--- src/rtl/fir_pkg.sv ---
// Shared types and defaults for the FIR MAC scheduler.
package fir_pkg;

    localparam int TAPS_DEF    = 32;
    localparam int FILTERS_DEF = 4;
    localparam int MAC_LAT_DEF = 2;

    typedef enum logic [2:0] {
        IDLE,
        LOAD,
        RUN,
        FLUSH,
        BYP0,
        BYP1
    } sched_state_t;

    // Index of the lowest set bit; 0 when no bit is set.
    function automatic int unsigned lowest_set_idx(input logic [31:0] v);
        int unsigned idx;
        idx = 0;
        for (int i = 31; i >= 0; i--) begin
            if (v[i]) idx = $unsigned(i);
        end
        return idx;
    endfunction

endpackage

--- src/rtl/fir_mac_scheduler_if.sv ---
// Control bundle between the FIR scheduler (master) and the packet-detect / ROM / RAM / MAC side (slave).
interface fir_mac_scheduler_if #(
    parameter int TAPS    = 32,
    parameter int FILTERS = 4,
    parameter int ADDR_W  = $clog2(TAPS),
    parameter int BANK_W  = $clog2(FILTERS)
);
    logic [FILTERS-1:0] modes;
    logic               start;
    logic               busy;
    logic               overrun;
    logic               sample_wr_en;
    logic [ADDR_W-1:0]  sample_wr_ptr;
    logic [ADDR_W-1:0]  sample_rd_addr;
    logic               ch_sel;
    logic [BANK_W-1:0]  coef_bank;
    logic [ADDR_W-1:0]  coef_addr;
    logic               mac_clr;
    logic               mac_en;
    logic               mac_last;
    logic               bypass;
    logic               out_valid;
    logic               out_ch;

    modport master (
        input  modes, start,
        output busy, overrun, sample_wr_en, sample_wr_ptr, sample_rd_addr, ch_sel,
               coef_bank, coef_addr, mac_clr, mac_en, mac_last, bypass, out_valid, out_ch
    );

    modport slave (
        output modes, start,
        input  busy, overrun, sample_wr_en, sample_wr_ptr, sample_rd_addr, ch_sel,
               coef_bank, coef_addr, mac_clr, mac_en, mac_last, bypass, out_valid, out_ch
    );
endinterface

--- src/rtl/pulse_delay.sv ---
// Fixed DEPTH-cycle shift register for control strobes; latency DEPTH, no backpressure.
module pulse_delay #(
    parameter int DEPTH = 2,
    parameter int WIDTH = 2
) (
    input  logic             clk,
    input  logic             resetn,
    input  logic [WIDTH-1:0] din,
    output logic [WIDTH-1:0] dout
);

    logic [WIDTH-1:0] pipe_q [DEPTH];

    always_ff @(posedge clk or negedge resetn) begin
        if (!resetn) begin
            for (int i = 0; i < DEPTH; i++) pipe_q[i] <= '0;
        end else begin
            pipe_q[0] <= din;
            for (int i = 1; i < DEPTH; i++) pipe_q[i] <= pipe_q[i-1];
        end
    end

    assign dout = pipe_q[DEPTH-1];

endmodule

--- src/rtl/fir_mac_scheduler.sv ---
// Shares one MAC across all taps of both channels: LOAD, 2*TAPS RUN cycles, MAC_LAT FLUSH cycles.
// No backpressure: a start arriving while busy is dropped and flagged on overrun.
module fir_mac_scheduler
    import fir_pkg::*;
#(
    parameter int TAPS    = TAPS_DEF,
    parameter int FILTERS = FILTERS_DEF,
    parameter int MAC_LAT = MAC_LAT_DEF,
    parameter int ADDR_W  = $clog2(TAPS)
) (
    input  logic               clk,
    input  logic               resetn,
    fir_mac_scheduler_if.master bus
);

    localparam int BANK_W  = $clog2(FILTERS);
    localparam int FLUSH_W = $clog2(MAC_LAT + 1);

    sched_state_t       state_q, state_d;
    logic [ADDR_W-1:0]  tap_q, tap_d;
    logic [ADDR_W-1:0]  rd_q, rd_d;
    logic [ADDR_W-1:0]  wr_ptr_q, wr_ptr_d;
    logic               ch_q, ch_d;
    logic [BANK_W-1:0]  bank_q, bank_d;
    logic [FLUSH_W-1:0] fl_q, fl_d;
    logic               mac_last_w;
    logic               dly_vld, dly_ch;

    always_ff @(posedge clk or negedge resetn) begin
        if (!resetn) begin
            state_q  <= IDLE;
            tap_q    <= '0;
            rd_q     <= '0;
            wr_ptr_q <= '0;
            ch_q     <= 1'b0;
            bank_q   <= '0;
            fl_q     <= '0;
        end else begin
            state_q  <= state_d;
            tap_q    <= tap_d;
            rd_q     <= rd_d;
            wr_ptr_q <= wr_ptr_d;
            ch_q     <= ch_d;
            bank_q   <= bank_d;
            fl_q     <= fl_d;
        end
    end

    always_comb begin
        state_d  = state_q;
        tap_d    = tap_q;
        ch_d     = ch_q;
        wr_ptr_d = wr_ptr_q;
        bank_d   = bank_q;
        fl_d     = fl_q;
        unique case (state_q)
            IDLE: if (bus.start) state_d = LOAD;
            LOAD: begin
                bank_d = BANK_W'(lowest_set_idx(32'(bus.modes)));
                tap_d  = '0;
                ch_d   = 1'b0;
                state_d = (bus.modes == '0) ? BYP0 : RUN;
            end
            RUN: begin
                // TAPS is a power of two, so the tap counter wraps to 0 by itself.
                tap_d = tap_q + ADDR_W'(1);
                if (tap_q == ADDR_W'(TAPS - 1)) begin
                    if (ch_q) begin
                        ch_d    = 1'b0;
                        fl_d    = '0;
                        state_d = FLUSH;
                    end else begin
                        ch_d = 1'b1;
                    end
                end
            end
            FLUSH: begin
                fl_d = fl_q + FLUSH_W'(1);
                if (fl_q == FLUSH_W'(MAC_LAT - 1)) begin
                    fl_d     = '0;
                    wr_ptr_d = wr_ptr_q + ADDR_W'(1);
                    state_d  = IDLE;
                end
            end
            BYP0: state_d = BYP1;
            BYP1: begin
                wr_ptr_d = wr_ptr_q + ADDR_W'(1);
                state_d  = IDLE;
            end
            default: state_d = IDLE;
        endcase
        // Read address is precomputed so it lands in the same cycle as mac_en.
        rd_d = (state_d == RUN) ? (wr_ptr_q - tap_d) : '0;
    end

    assign mac_last_w = (state_q == RUN) && (tap_q == ADDR_W'(TAPS - 1));

    pulse_delay #(
        .DEPTH (MAC_LAT),
        .WIDTH (2)
    ) u_result_dly (
        .clk    (clk),
        .resetn (resetn),
        .din    ({mac_last_w, mac_last_w & ch_q}),
        .dout   ({dly_vld, dly_ch})
    );

    assign bus.busy           = (state_q != IDLE);
    assign bus.overrun        = bus.start && (state_q != IDLE);
    assign bus.sample_wr_en   = (state_q == LOAD);
    assign bus.sample_wr_ptr  = wr_ptr_q;
    assign bus.sample_rd_addr = rd_q;
    assign bus.coef_addr      = tap_q;
    assign bus.ch_sel         = ch_q;
    assign bus.coef_bank      = bank_q;
    assign bus.mac_en         = (state_q == RUN);
    assign bus.mac_clr        = (state_q == RUN) && (tap_q == '0);
    assign bus.mac_last       = mac_last_w;
    assign bus.bypass         = (state_q == BYP0) || (state_q == BYP1);
    assign bus.out_valid      = dly_vld || (state_q == BYP0) || (state_q == BYP1);
    assign bus.out_ch         = dly_ch || (state_q == BYP1);

endmodule

--- src/flat_wrapper.sv ---
// flat-port wrapper written by rule: the top's interface ports become plain ports
module fir_mac_scheduler_flat import fir_pkg::*;
#(
    parameter int TAPS    = TAPS_DEF,
    parameter int FILTERS = FILTERS_DEF,
    parameter int MAC_LAT = MAC_LAT_DEF,
    parameter int ADDR_W  = $clog2(TAPS)
)
  (clk, resetn, bus_modes, bus_start, bus_busy, bus_overrun, bus_sample_wr_en, bus_sample_wr_ptr, bus_sample_rd_addr, bus_ch_sel, bus_coef_bank, bus_coef_addr, bus_mac_clr, bus_mac_en, bus_mac_last, bus_bypass, bus_out_valid, bus_out_ch);
  fir_mac_scheduler_if #(.TAPS(TAPS), .FILTERS(FILTERS), .ADDR_W(ADDR_W)) bus_i ();
  input  logic clk;
  input  logic resetn;
  input wire logic [$bits(bus_i.modes)-1:0] bus_modes;
  input wire logic [$bits(bus_i.start)-1:0] bus_start;
  output wire logic [$bits(bus_i.busy)-1:0] bus_busy;
  output wire logic [$bits(bus_i.overrun)-1:0] bus_overrun;
  output wire logic [$bits(bus_i.sample_wr_en)-1:0] bus_sample_wr_en;
  output wire logic [$bits(bus_i.sample_wr_ptr)-1:0] bus_sample_wr_ptr;
  output wire logic [$bits(bus_i.sample_rd_addr)-1:0] bus_sample_rd_addr;
  output wire logic [$bits(bus_i.ch_sel)-1:0] bus_ch_sel;
  output wire logic [$bits(bus_i.coef_bank)-1:0] bus_coef_bank;
  output wire logic [$bits(bus_i.coef_addr)-1:0] bus_coef_addr;
  output wire logic [$bits(bus_i.mac_clr)-1:0] bus_mac_clr;
  output wire logic [$bits(bus_i.mac_en)-1:0] bus_mac_en;
  output wire logic [$bits(bus_i.mac_last)-1:0] bus_mac_last;
  output wire logic [$bits(bus_i.bypass)-1:0] bus_bypass;
  output wire logic [$bits(bus_i.out_valid)-1:0] bus_out_valid;
  output wire logic [$bits(bus_i.out_ch)-1:0] bus_out_ch;
  assign bus_i.modes = bus_modes;
  assign bus_i.start = bus_start;
  assign bus_busy = bus_i.busy;
  assign bus_overrun = bus_i.overrun;
  assign bus_sample_wr_en = bus_i.sample_wr_en;
  assign bus_sample_wr_ptr = bus_i.sample_wr_ptr;
  assign bus_sample_rd_addr = bus_i.sample_rd_addr;
  assign bus_ch_sel = bus_i.ch_sel;
  assign bus_coef_bank = bus_i.coef_bank;
  assign bus_coef_addr = bus_i.coef_addr;
  assign bus_mac_clr = bus_i.mac_clr;
  assign bus_mac_en = bus_i.mac_en;
  assign bus_mac_last = bus_i.mac_last;
  assign bus_bypass = bus_i.bypass;
  assign bus_out_valid = bus_i.out_valid;
  assign bus_out_ch = bus_i.out_ch;
  fir_mac_scheduler #(.TAPS(TAPS), .FILTERS(FILTERS), .MAC_LAT(MAC_LAT), .ADDR_W(ADDR_W)) u_core (.clk(clk), .resetn(resetn), .bus(bus_i));
endmodule
--- config.mk ---
export PLATFORM = sky130hd
export DESIGN_NAME = fir_mac_scheduler_flat
export DESIGN_NICKNAME = d
export VERILOG_FILES = /design/src/rtl/fir_pkg.sv /design/src/rtl/fir_mac_scheduler_if.sv /design/src/rtl/pulse_delay.sv /design/src/rtl/fir_mac_scheduler.sv /design/src/flat_wrapper.sv
export SDC_FILE = /design/constraint.sdc
export NUM_CORES = 1
export LEC_CHECK = 0
export CELL_PAD_IN_SITES_DETAIL_PLACEMENT = 0
export CELL_PAD_IN_SITES_GLOBAL_PLACEMENT = 1
export CORE_AREA = 2 2 68 70
export DETAILED_ROUTE_END_ITERATION = 10
export DIE_AREA = 0 0 70 72
export GPL_TIMING_DRIVEN = 0
export PLACE_DENSITY_LB_ADDON = 0.1
export SLEW_MARGIN = 20
export SYNTH_ARGS = -nofsm -noshare
export SYNTH_HDL_FRONTEND = slang
export SYNTH_HIERARCHICAL = 1
export SYNTH_SLANG_ARGS = --single-unit
--- constraint.sdc ---
create_clock -name clk -period 2.6 [get_ports clk]
set_input_delay 0.52 -clock clk [delete_from_list [all_inputs] [get_ports clk]]
set_output_delay 0.52 -clock clk [all_outputs]
set_load 0.03 [all_outputs]
==> impl_metrics.tcl, run 1 <==
set metrics [dict create \
    status "finished, final reports clean" \
    yosys.area_share.simple_pct 19.9 \
    ant_nets 0 \
    dp_hpwl_mm 2.18 \
    vias 1092 \
    firstDrtPassIters 4 \
    power.leakage_nw 0.952 \
    finalClockSkew_ps 6.54 \
    peakVddDrop_uv 602 \
    clk_path_buf_depth 2 \
    synth_compound_area_share_pct 11.1 \
    mostFrequentLayoutCells "clkdlybuf4s50_1 (28), dfrtp_1 (27), inv_1 (13), nand2_1 (9), buf_4 (9)" \
    clock_sinks 27 \
    clk_latency_ps 270 \
    path_clk_slew_ps 90 \
    viasPerCell 4.79 \
    global_route.overflow_total 0 \
    finalPower_mw 2.39 \
    port_buffers 33 \
    yosys_warnings 6 \
    critPathArrivalTime_ps 2730 \
    synth_top_family_by_area "simple AND/OR/NAND/NOR gates" \
    area_growth_pct 36.3 \
    cts_tree "yes" \
    track_usage_pct 12.3 \
    drt_iter0_markers 28 \
    place.gp.congestion 0.710 \
    dieArea_mm2 0.00504 \
    final_nets 193 \
    place_ws_ps -149 \
    drive_above_1_share_pct 17.6 \
    start_util_pct 33.5 \
    worstSetupPathType "flip-flop to flip-flop" \
    synthAdderAreaFrac_pct 8.41 \
    finish.utilization_pct 45.7 \
    min_period_over_period_pct 99.3 \
    crit_required_ps 2750 \
    finalWirelength_mm 3.03 \
    ys_ff_latch 27 \
    antenna_found_initial 0 \
    drv_slew 0 \
    core_area_mm2 0.00426 \
    syn_area_mm2 0.00143 \
    synth_edf_count 0 \
    grt_setup_unrepaired "true" \
    syn_inst 133 \
    clockRootBuffer "clkbuf_8" \
    max_freq_mhz 387 \
    die_x_um 70 \
    synth_xor_area_share_pct 4.64 \
    period_needed_ps 2580 \
    numCtsBuffers 3 \
    multiInputGateArea_um2 677 \
    rows 24 \
    grt_first_pass_wirelength_mm 4.99 \
    synthArstFlopShare_pct 100 \
    startpoint_type "flip-flop" \
    synth_flop_cell "dfrtp_1" \
    synthesis.nets 149 \
    grt_max_degree 28 \
    fill_cells 420 \
    htreeDepth 1 \
    avgSynthCellArea_um2 10.7 \
    slew_headroom_pct 59.8 \
    drcViolationCount 0 \
    worst_slack_ps 17.3 \
    synthMuxAreaShare_pct 1.49 \
    num_antenna_cells 0 \
    die_h_um 72 \
    grt_pass1_vias 1099 \
    setup_viol 0 \
    p_per_area_mw_per_mm2 1230 \
    timing.setup.tns_ps 0 \
    regArea_um2 676 \
    crit_fanout 4 \
    worstMarginPinSlew_ps 602 \
    synth.distinct_cells 48 \
    wire_per_inst_um 13.3 \
    min_path_type "input pin to asynchronous set/reset pin" \
    synth.yosys.seq_area_share_pct 47.3 \
    ioPinCount 34 \
    endpoint_kind "flip-flop" \
    hold_violations 0 \
    final_common_cell "clkdlybuf4s50_1" \
    drv_cap 0 \
]
==> state kept, by name, indices dropped and copies added (netlist names) <==
register                    flops
u_core/bus.sample_rd_addr       5
u_core/fl_q                     2
u_core/u_result_dly/dout        2
u_core/bus.sample_wr_ptr        5
u_core/bus.ch_sel               1
u_core/bus.coef_addr            5
u_core/state_q                  3
u_core/u_result_dly/pipe_q      2
u_core/bus.coef_bank            2
==> metal layers <==
| metal | wire length [um] | global-route usage, % | vias up |
|---|---|---|---|
| li1 | - | - | 536 |
| met1 | 1380 | 15.0 | 537 |
| met2 | 1530 | 21.9 | 17 |
| met3 | 100 | 2.64 | 2 |
| met4 | 24 | 3.85 | 0 |
| met5 | 0 | 0 | - |
==> path summary, 6_finish.rpt <==
check,startpoint,slack (ps),endpoint,cells past startpoint
worst max-delay path,u_core/state_q[2],20,u_core/bus.sample_rd_addr[4],11
min in group clk,u_core/u_result_dly/pipe_q[2],360,u_core/u_result_dly/dout[0],0
worst max register to register,u_core/state_q[2],20,u_core/bus.sample_rd_addr[4],11
max in group asynchronous,resetn,1960,u_core/fl_q[1],1
worst min register to register,u_core/u_result_dly/pipe_q[2],360,u_core/u_result_dly/dout[0],0
worst min-delay path,resetn,250,u_core/bus.sample_wr_ptr[0],1
==> layout make-up <==
| cell class | count | share of cell area [%] |
|---|---|---|
| multi-input cells | 85 | 34.8 |
| flip-flops and latches | 27 | 34.7 |
| repair buffers | 40 | 19.4 |
| well taps | 52 | 3.34 |
| plain buffers | 6 | 2.70 |
| inverters | 14 | 2.70 |
| clock buffers | 3 | 2.12 |
| clock inverters | 1 | 0.257 |
==> report_power, final <==
group          internal (mW)  switching [mW]
clock network          0.107           0.126
registers              0.544           0.110
logic                  0.701           0.802
total                   1.35            1.04
==> repair_timing <==
action,CTS,global route
gates resized for setup,11,3
cloned,0,0
setup endpoints to repair,4,4
setup buffers,7,0
hold buffers,0,0
pin swaps,4,2
==> cell families (layout without fill, tap and decap cells) <==
kind of cell | after synthesis | in the layout
adder cells (fa/ha/maj) | 9 | 9
AND/OR/NAND/NOR | 48 | 48
XOR/XNOR | 6 | 6
buffers and inverters | 21 | 64
flip-flops | 27 | 27
multiplexers | 2 | 2
AO/OA/AOI/OAI | 20 | 20
==> synth_stat cells (all sizes together), types with 3 or more instances <==
master  instances  area share [%]
inv            14             3.7
dfrtp          27              47
nand2b          3             1.3
nor2b           5             2.7
o21ai           5             1.8
ha              8             7.0
nand3           4             1.4
nand2           9             2.4
nor2            8             2.1
buf             5             3.0
xnor2           4             2.5
==> worst max-delay path, stage by stage, from the launching register on <==
cell	delay (ps)
dfrtp_1	400
buf_6	120
or3b_1	380
buf_6	140
and2_4	160
o21bai_1	160
a22oi_1	240
ha_1	320
nand2b_4	80
o2bb2ai_1	120
xnor3_1	230
nor2b_4	130
==> through the flow <==
stage          hold WS, ps  cells  area (um2)
2_1_floorplan          224    133        1430
3_3_place_gp           335    218        1820
3_5_place_dp           344    218        1820
4_1_cts                273    228        1940
5_1_grt                287    228        1950
6_report               254    228        1950
No activity file was read; power rests on OpenSTA's default activity.
==> inputs of run 2 (changes only) <==
--- a/config.mk
+++ b/config.mk
@@ -5,11 +5,12 @@
 export SDC_FILE = /design/constraint.sdc
 export NUM_CORES = 1
 export LEC_CHECK = 0
+export ABC_AREA = 1
 export CELL_PAD_IN_SITES_DETAIL_PLACEMENT = 0
 export CELL_PAD_IN_SITES_GLOBAL_PLACEMENT = 1
-export CORE_AREA = 2 2 68 70
+export CORE_AREA = 2 2 69 71
 export DETAILED_ROUTE_END_ITERATION = 10
-export DIE_AREA = 0 0 70 72
+export DIE_AREA = 0 0 71 73
 export GPL_TIMING_DRIVEN = 0
 export PLACE_DENSITY_LB_ADDON = 0.1
 export SLEW_MARGIN = 20
==> run 2 against run 1 <==
Synthesized cell count rose by 19%. Clock skew fell by 1.3 ps. Fmax rose by 5.6%. First-iteration DRC count rose to 2.9 times the previous value. Clock power barely moved. Area after synthesis fell by 1.7%. Critical path depth fell by 7. Worst setup slack improved by 140 ps. Combinational power fell by 7%. Global-route usage rose by 0.46 points. Hold slack improved by 2.8 ps. Register-to-register slack improved by 260 ps. Critical path type is now flip-flop to output port. Largest power group unchanged.
==> impl_metrics.tcl, run 2 <==
set metrics [dict create \
    clk_path_buf_depth 2 \
    synthArstFlopShare_pct 100 \
    power.leakage_nw 0.914 \
    port_buffers 33 \
    critPathArrivalTime_ps 1930 \
    hold_violations 0 \
    synth.yosys.seq_area_share_pct 48.1 \
    finalClockSkew_ps 5.27 \
    grt_max_degree 28 \
    dp_hpwl_mm 2.41 \
    final_common_cell "clkdlybuf4s50_1" \
    wire_per_inst_um 12.4 \
    worst_slack_ps 154 \
    crit_fanout 10 \
    holdWs_ps 257 \
    synth_area_leaders "dfrtp_1 (48%), nand2_1 (8.3%), ha_1 (7.1%), inv_1 (5.6%), nand3_1 (3.6%)" \
    timing.setup.tns_ps 0 \
    clk_latency_ps 270 \
    p_seq_share_pct 28.2 \
    place.gp.congestion 0.777 \
    mostFrequentLayoutCells "clkdlybuf4s50_1 (31), nand2_1 (30), dfrtp_1 (26), inv_1 (21)" \
    synth_commonest_cells "nand2_1 (31), dfrtp_1 (27), inv_1 (21)" \
    grt_first_pass_wirelength_mm 5.18 \
    slew_headroom_pct 58.3 \
    dieArea_mm2 0.00518 \
    syn_area_mm2 0.00141 \
    viasPerCell 4.57 \
    area_growth_pct 32.7 \
    swShare_pct 48.0 \
    critPathBufInv 2 \
    path_clk_slew_ps 90 \
    rr_startpoint "u_core/state_q[1]" \
    synth_edf_count 0 \
    finish.utilization_pct 41.1 \
    cts_tree "yes" \
    p_per_area_mw_per_mm2 1220 \
    grt_setup_unrepaired "false" \
    die_x_um 71 \
    global_route.overflow_total 0 \
    die_h_um 73 \
    start_util_pct 31.0 \
    worstSetupPathType "flip-flop to output port" \
    firstDrtPassIters 4 \
    core_area_mm2 0.00454 \
    yosysTopAreaCell "dfrtp_1" \
    track_usage_pct 12.7 \
    min_path_type "input pin to asynchronous set/reset pin" \
    synthesis.nets 174 \
    pwr-share-clk_pct 10.3 \
    slowest_delay_ps 700 \
    setup_viol 0 \
    period_needed_ps 2450 \
    peakVddDrop_uv 486 \
    drv_cap 0 \
    cpMaxStageDelayCell "clkdlybuf4s50_1" \
    num_antenna_cells 0 \
    ant_nets 0 \
    drcViolationCount 0 \
    synth.distinct_cells 27 \
    antenna_found_initial 0 \
    status "finished, final reports clean" \
    final_nets 212 \
    numCtsBuffers 3 \
    vias 1137 \
    min_period_over_period_pct 94.1 \
    place_ws_ps 217 \
    worstMarginPinSlew_ps 626 \
    crit_cells 4 \
    synth_most_common_cell "nand2_1" \
    switchingPower_mw 1.09 \
    max_freq_mhz 409 \
    drive_above_1_share_pct 12.8 \
    reg2reg_depth 13 \
    drv_slew 0 \
    avgSynthCellArea_um2 8.89 \
    finalWirelength_mm 3.08 \
    syn_inst 158 \
    grt_pass1_vias 1098 \
    synth_flop_cell "dfrtp_1" \
    synth_top_area_share_pct 48.1 \
    ys_ff_latch 27 \
    rows 25 \
    endpoint_kind "output port" \
    crit_chain "inv_2 > nand3_4 > nor3_1 > clkdlybuf4s50_1" \
    ioPinCount 34 \
    p_comb_share_pct 61.5 \
    cp-startpoint "u_core/state_q[2]" \
    drt_iter0_markers 80 \
    fill_cells 447 \
    htreeDepth 1 \
    p_int_mw 1.19 \
    clock_sinks 27 \
    crit_family "buffers and inverters" \
    startpoint_type "flip-flop" \
    finalNonFillerCells 249 \
    yosys_warnings 6 \
    crit_required_ps 2080 \
    clockRootBuffer "clkbuf_8" \
    dp_cells 245 \
]
[run 2: changes by cell type after synthesis, sizes merged, moves of 4 or more]
cell / delta
a21oi: +5
inv: +11
nand2: +25
nand3: +9
nor2: +4
nor2b: -5
o21ai: +5
[run 2: path summary, 6_finish.rpt]
check                      slack [ps]                           end
max reg2reg                       280  u_core/bus.sample_rd_addr[4]
max                               150                   bus_mac_clr
min reg2reg                       350   u_core/u_result_dly/dout[1]
max in group asynchronous        1900             u_core/state_q[0]
min in group clk                  350   u_core/u_result_dly/dout[1]
min                               260   u_core/u_result_dly/dout[1]
[run 2: worst register-to-register path, delay by kind of cell (launching register included)]
kind,cells,cell delay (ps)
simple gates,7,680
fa+ha+maj,2,640
flops,1,460
compound gates,2,260
buf+inv,2,210
[run 2: metal layers]
layer	up-vias	wire length [um]	GRT usage (%)
li1	582	-	-
met1	527	1510	17.0
met2	26	1430	21.1
met3	2	125	2.49
met4	0	19	3.77
met5	-	0	0
[run 2: area by class of cell]
class                      instances  area, um2  area share (%)
buffer                             2       15.0           0.805
clock buffer                       4       45.0            2.42
inverter                          26       98.8            5.30
multi-input combinational        103        633            34.0
sequential                        27        677            36.3
tap                               54       67.6            3.62
timing repair buffer              33        328            17.6
[run 2: what timing repair did]
action                                  4_1_cts  5_1_grt
hold buffers                                  0        0
buffers inserted                              0        0
hold endpoints to repair                      0        0
gates resized for setup                       0        5
endpoints found under the setup margin        0        3
[run 2: kinds of logic after synthesis]
family	Yosys count	synth area share, %
AO/OA/AOI/OAI	23	9.97
flip-flops	27	48.1
buffers and inverters	28	8.10
XOR/XNOR	5	3.12
adder cells (fa/ha/maj)	9	8.55
AND/OR/NAND/NOR	66	22.2
[run 2: power by group through the flow]
stage                     Sequential (mW)  Combinational (mW)  Clock [mW]
after floorplan                     0.788               0.800           0
after global placement              0.644                1.37           0
after detailed placement            0.648                1.38           0
after CTS                           0.638                1.40       0.249
after global routing                0.663                1.56       0.266
final                               0.643                1.40       0.234
[run 2: metrics by stage]
| stage | total power, mW | instance area [um2] |
|---|---|---|
| final | 2.28 | 1860 |
| after global routing | 2.49 | 1860 |
| after CTS | 2.28 | 1840 |
| after detailed placement | 2.03 | 1800 |
| after global placement | 2.01 | 1800 |
| after floorplan | 1.59 | 1410 |
